<file path="config.mk">
export PLATFORM = sky130hd
export DESIGN_NAME = alu_rr_arbiter
export DESIGN_NICKNAME = d
export VERILOG_FILES = /design/src/rtl/alu_rr_arbiter.sv
export SDC_FILE = /design/constraint.sdc
export NUM_CORES = 1
export LEC_CHECK = 0
export BUFFER_PORTS_ARGS = -buffer_cell sky130_fd_sc_hd__buf_2
export CAP_MARGIN = 20
export CORE_AREA = 2 2 132 134
export CTS_CLUSTER_DIAMETER = 150
export DETAILED_ROUTE_END_ITERATION = 10
export DIE_AREA = 0 0 134 136
export PLACE_DENSITY = 0.79
export SYNTH_ARGS = -nofsm -noshare
export SYNTH_HDL_FRONTEND = slang
export SYNTH_SLANG_ARGS = --single-unit
</file>
<file path="constraint.sdc">
create_clock -name clk -period 1.9 [get_ports clk]
set_input_delay 0.19 -clock clk [delete_from_list [all_inputs] [get_ports clk]]
set_output_delay 0.19 -clock clk [all_outputs]
set_load 0.01 [all_outputs]
</file>
<file path="src/rtl/alu_rr_arbiter.sv">
// Round-robin front end sharing one external combinational ALU between two command ports.
// Each operation runs accept -> EXEC -> RESP, and the response is held until the owning port takes it.
module alu_rr_arbiter #(
   parameter int DATA_W = 32,
   parameter int CNT_W  = 16
) (
   input  logic              clk,
   input  logic              rst,
   input  logic              req0_valid,
   output logic              req0_ready,
   input  logic [5:0]        req0_opcode,
   input  logic [5:0]        req0_func,
   input  logic [DATA_W-1:0] req0_a,
   input  logic [DATA_W-1:0] req0_b,
   input  logic              req1_valid,
   output logic              req1_ready,
   input  logic [5:0]        req1_opcode,
   input  logic [5:0]        req1_func,
   input  logic [DATA_W-1:0] req1_a,
   input  logic [DATA_W-1:0] req1_b,
   output logic              resp0_valid,
   input  logic              resp0_ready,
   output logic              resp1_valid,
   input  logic              resp1_ready,
   output logic [DATA_W-1:0] resp_result,
   output logic              resp_zero,
   output logic              resp_taken,
   output logic [5:0]        alu_opcode,
   output logic [5:0]        alu_func,
   output logic [DATA_W-1:0] alu_a,
   output logic [DATA_W-1:0] alu_b,
   input  logic [DATA_W-1:0] alu_result,
   input  logic              alu_zero,
   output logic              busy,
   output logic [CNT_W-1:0]  grant_cnt0,
   output logic [CNT_W-1:0]  grant_cnt1
);

   typedef enum logic [1:0] {IDLE, EXEC, RESP} state_t;

   state_t            state_reg;
   logic              last_grant_reg;
   logic              owner_reg;
   logic [5:0]        alu_opcode_reg;
   logic [5:0]        alu_func_reg;
   logic [DATA_W-1:0] alu_a_reg;
   logic [DATA_W-1:0] alu_b_reg;
   logic [DATA_W-1:0] resp_result_reg;
   logic              resp_zero_reg;
   logic              resp_taken_reg;
   logic [1:0]        grant;

   // On contention the port that did not win last time goes first.
   always_comb begin
      grant = 2'b00;
      if (state_reg == IDLE) begin
         if (req0_valid && req1_valid) begin
            grant[0] = last_grant_reg;
            grant[1] = !last_grant_reg;
         end else begin
            grant[0] = req0_valid;
            grant[1] = req1_valid;
         end
      end
   end

   always_ff @(posedge clk) begin
      if (rst) begin
         state_reg       <= IDLE;
         last_grant_reg  <= 1'b1;
         owner_reg       <= 1'b0;
         alu_opcode_reg  <= '0;
         alu_func_reg    <= '0;
         alu_a_reg       <= '0;
         alu_b_reg       <= '0;
         resp_result_reg <= '0;
         resp_zero_reg   <= 1'b0;
         resp_taken_reg  <= 1'b0;
      end else begin
         case (state_reg)
            IDLE: begin
               if (grant != 2'b00) begin
                  owner_reg      <= grant[1];
                  last_grant_reg <= grant[1];
                  alu_opcode_reg <= grant[1] ? req1_opcode : req0_opcode;
                  alu_func_reg   <= grant[1] ? req1_func   : req0_func;
                  alu_a_reg      <= grant[1] ? req1_a      : req0_a;
                  alu_b_reg      <= grant[1] ? req1_b      : req0_b;
                  state_reg      <= EXEC;
               end
            end
            EXEC: begin
               resp_result_reg <= alu_result;
               resp_zero_reg   <= alu_zero;
               resp_taken_reg  <= (alu_opcode_reg == 6'h04) && alu_zero;
               state_reg       <= RESP;
            end
            RESP: begin
               if (owner_reg ? resp1_ready : resp0_ready)
                  state_reg <= IDLE;
            end
            default: state_reg <= IDLE;
         endcase
      end
   end

   // Per-port saturating grant counters.
   genvar gi;
   generate
      for (gi = 0; gi < 2; gi++) begin : g_cnt
         logic [CNT_W-1:0] cnt_reg;
         always_ff @(posedge clk) begin
            if (rst)
               cnt_reg <= '0;
            else if (grant[gi] && (cnt_reg != {CNT_W{1'b1}}))
               cnt_reg <= cnt_reg + CNT_W'(1);
         end
      end
   endgenerate

   assign req0_ready  = grant[0];
   assign req1_ready  = grant[1];
   assign resp0_valid = (state_reg == RESP) && !owner_reg;
   assign resp1_valid = (state_reg == RESP) && owner_reg;
   assign busy        = (state_reg != IDLE);
   assign resp_result = resp_result_reg;
   assign resp_zero   = resp_zero_reg;
   assign resp_taken  = resp_taken_reg;
   assign alu_opcode  = alu_opcode_reg;
   assign alu_func    = alu_func_reg;
   assign alu_a       = alu_a_reg;
   assign alu_b       = alu_b_reg;
   assign grant_cnt0  = g_cnt[0].cnt_reg;
   assign grant_cnt1  = g_cnt[1].cnt_reg;

endmodule
</file>
# After elaboration in Yosys (flattened, before gate mapping)
# Cells that the tools add are included.
# totals
reg_bits,146
in_bits,191
output_inout_bits,147
elab_cells,44
# op_classes
add_sub_neg,2
eq_ne,7
n_mux,10
n_reduce_logical,13
# ops
op,count
$mux W32,2
$add A16 B1 Y16 const B,2
$ne A16 B16 Y1 const B,2
$mux W6,2
$mux W2,4
$eq A6 B3 Y1 const B,1
$logic_and A1 B1 Y1,6
$pmux W2 S3,1
$reduce_and A2 Y1,2
$reduce_bool A2 Y1,2
$eq A2 B1 Y1 const B,1
$eq A2 B2 Y1 const B,1
$logic_not A1 Y1,2
$logic_not A2 Y1,1
$ne A2 B1 Y1 const B,1
$ne A2 B2 Y1 const B,1
$mux W1,1

# Logic depth before layout (Yosys ltp)
# logic_depth
ltp_word,6
depth_mapped,7

# Worst setup path before layout
# Ideal clock, no wire load.
# synth_path
path_type,register to register
startpoint,register g_cnt[0].cnt_reg[0] (netlist: grant_cnt0[0])
endpoint,register g_cnt[0].cnt_reg[2] (netlist: grant_cnt0[2])
setup_ns,0.091
t_arrival_ns,1.778
slack_ns,0.031
stages_incl_launch_ff,6
n_path_buf,0
cell_sequence,dfxtp_1 ha_1 nand3_1 nor4_1 nor2_1 a311oi_1
# synth_via
elab_chain_cells,2
elab_cells_between_ends,3
cone_classes,add/sub (1); eq/ne (1); reduce/logical (1)
# synth_rtl
element,line_no,rtl
from (decl),111,logic [CNT_W-1:0] cnt_reg;
from (signal assigned),116,cnt_reg <= cnt_reg + CNT_W'(1);
branches (longest 2 deep; another with $add A16 B1 Y16),n/a,
# Parallel ways; which one is timed is not known.
# A chain may end at the register's enable or synchronous reset.

# Worst setup path in the final report
# layout_path
startpoint,register state_reg[0]
endpoint,register g_cnt[0].cnt_reg[11] (netlist: grant_cnt0[11])
# layout_via
elab_chain_cells,3
# layout_rtl
element,line_no,rtl
from (decl),41,state_t state_reg;
from (signal assigned),69,state_reg <= IDLE;
from (signal assigned),89,state_reg <= EXEC;
from (signal assigned),96,state_reg <= RESP;
$logic_not A2 Y1,56,if (state_reg == IDLE) begin
$mux W2,56,
$logic_and A1 B1 Y1,115,else if (grant[gi] && (cnt_reg != {CNT_W{1'b1}}))
# Every way passes these cells.

==> impl_metrics.py <==
metrics = {
    "yosys": {
        "synthTopCellsByArea": "dfxtp_1 (51%), a222oi_1 (13%), nor2_1 (6.1%), nand2_1 (5.3%), a21oi_1 (4.6%)",
        "synth_nets": 822,
        "synth.distinct_cells": 43,
        "synth_top_area_share_pct": 51.12,
        "netlist_area_mm2": 0.005718,
        "avgSynthCellArea_um2": 9.091,
        "ys_seq_elements": 146,
        "yosysWarnings": 0,
        "async_reset_ff_share_pct": 0,
        "synth.most_common_cell": "dfxtp_1",
        "synth_common_cells": "dfxtp_1 (146), nor2_1 (93), nand2_1 (80)",
        "yosysSeqAreaShare_pct": 51.12,
        "synth_edf_count": 0,
        "ys.flop_type": "dfxtp_1",
        "synthesis.instances": 629,
        "synth_top_area_cell": "dfxtp_1",
    },
    "grt": {
        "antenna_found_initial": 2,
        "grt_overflow": 0,
        "grt_max_degree": 78,
        "grt_pass1_wl_um": 30350,
        "globalRouteTotalUtil_pct": 20.74,
        "grt_pass1_vias": 6124,
    },
    "floorplan": {
        "die_w_um": 134,
        "die-area_mm2": 0.01822,
        "core_mm2": 0.01688,
        "initial_core_util_pct": 33.88,
        "dieHeight_um": 136,
        "placementRows": 48,
        "ios": 338,
    },
    "final_layout": {
        "area_growth_pct": 53.61,
        "fin_util_pct": 52.05,
        "design_area_mm2": 0.008783,
        "nets": 1193,
        "instances_no_fill": 1239,
        "drive_gt1_share_pct": 43.04,
    },
    "sta": {
        "finalSetupViolations": 0,
        "slew_violations": 0,
        "fmax_ghz": 0.5313,
        "skew_ns": 0.01003,
        "final.period_utilization_pct": 99.06,
        "setup_tns_ns": 0,
        "relSlewSlack_pct": 62.67,
        "finalCriticalPeriod_ns": 1.882,
        "rsz0062_at_grt": "yes",
        "hold_viol_final": 0,
        "worstMarginPinSlew_ns": 0.5522,
    },
    "critical_path": {
        "r2r_cells": 5,
        "critPathMaxStageDelay_ns": 0.57,
        "crit_path_cell_trace": "or3b_4, buf_6, nand4b_1, or4_4, a21oi_2",
        "required_ns": 2.25,
        "r2r-end": "grant_cnt0[11]",
        "r2r_slack_ns": 0.02,
        "rr_startpoint": "state_reg[0]",
        "crit_type": "register to register",
        "critPathArrivalTime_ns": 2.24,
        "worst-path-max-fanout": 6,
        "startpoint": "state_reg[0]",
        "endpoint_kind": "register",
        "start_kind": "register",
        "crit_slowest_cell": "or4_4",
    },
    "routing": {
        "num_vias": 6661,
        "drtIter0Drc": 605,
        "totalWireLength_um": 20450,
        "drt-pass1-iter-count": 7,
        "avgViaCountPerCell": 5.376,
        "wl_per_cell_um": 16.50,
        "drc": 0,
        "postRouteAntennaNets": 0,
    },
    "status": {
        "outcome": "finished clean",
    },
    "clock_network": {
        "clockBufferDepth": 2,
        "cts_root_buf": "clkbuf_16",
        "clock_latency_ns": 0.42,
        "clk_pin_slew_ns": 0.06,
        "cts_buffers": 17,
        "numClockSinks": 146,
        "cts_tree": "built",
        "cts_max_level": 4,
    },
    "power": {
        "power_w": 0.008025,
        "vdd_drop_max_v": 0.0005807,
        "p_per_area_mw_per_mm2": 913.7,
        "leakage_nw": 4.004,
    },
    "placed_design": {
        "placed_cells_incl_taps": 1175,
        "placed_area_mm2": 0.007828,
        "dp_hpwl_um": 13760,
        "gp_congestion": 0.8732,
        "io_buffers": 337,
    },
    "worst_hold_path": {
        "hp-start": "alu_result[1]",
        "hold_path.class": "primary input to register",
        "hold-path-endpoint": "resp_result[1]",
        "whs_path_depth": 3,
    },
    "job": {
        "max_cap_violations": 0,
    },
}
## power breakdown
part	internal [W]	switching (W)
Combinational	0.000652	0.000749
Clock	0.00185	0.00137
Sequential	0.00328	0.000118
Total	0.00579	0.00224
## area by class of cell
cell class,instances,area [um2]
Fill cell,1534,8093
Sequential cell,146,2929
Multi-Input combinational cell,427,2644
Timing Repair Buffer,401,2330
Clock buffer,19,442.9
Tap cell,225,281.5
Clock inverter,13,125.1
Inverter,7,28.78
Antenna cell,1,2.502
## cells by family (layout without fill, tap and decap cells)
logic type	Yosys count	in the layout	synth area share, %
AOI/OAI and AO/OA	159	159	21.73
adders and majority gates	2	2	0.4376
buffers and inverters	56	440	3.720
DFF	146	146	51.12
muxes	11	11	2.101
other	0	1	0
and+or+nand+nor	255	255	20.90
## cell usage in the layout, fill, tap and decap left out, drive strengths merged, types with 2 or more instances in the layout
master       count
a222oi          76
nand3           10
o41ai            3
dlygate4sd3     24
o311ai           2
and4             6
nor3             7
o31ai            9
nand2b           2
clkinv           2
nor2            93
a21boi           3
clkbuf          20
dfxtp          146
buf            376
mux2i            3
o21ai            7
ha               2
nand4           12
clkinvlp         5
inv             12
nor2b           11
or4             11
a21oi           53
or3              5
nor4            10
nand2           80
mux2             8
## worst max-delay path: cells and delay by family (launching register included)
kind,cells,cell delay (ns)
DFF,1,0.32
buffers and inverters,1,0.13
and+or+nand+nor,3,1.25
AOI/OAI and AO/OA,1,0.11
## routing by layer
metal / up-vias / GRT usage [%] / routed length [um]
met2: 344 / 35.13 / 10050
met1: 3127 / 24.64 / 8144
li1: 3147 / - / -
met5: - / 0 / 0
met4: 0 / 7.565 / 504
met3: 43 / 6.711 / 1751
## stage by stage
step	setup slack, ns	hold slack [ns]
after detailed placement	0.01167	0.4368
after floorplan	0.03104	0.3260
after global routing	-0.1117	0.01256
after global placement	0.06228	0.4316
after CTS	0.005230	0.0003363
final	0.01789	0.01727
## worst max path at each step
stage                          end  slack [ns]  cells past startpoint
finish              grant_cnt0[11]        0.02                      5
global route        grant_cnt0[15]       -0.11                      6
CTS                  grant_cnt0[8]       0.005                      4
detailed placement   grant_cnt0[9]        0.01                      6
global placement    grant_cnt0[14]        0.06                      5
floorplan            grant_cnt0[2]        0.03                      5
## what timing repair did
action / in CTS / in global routing
hold buffers: 24 / 0
hold endpoints to repair: 24 / 0
cloned: 0 / 1
pin swaps: 0 / 5
buffers inserted: 1 / 5
resized for setup: 2 / 17
setup endpoints to repair: 2 / 16
Power figures use the tool's default switching activity.
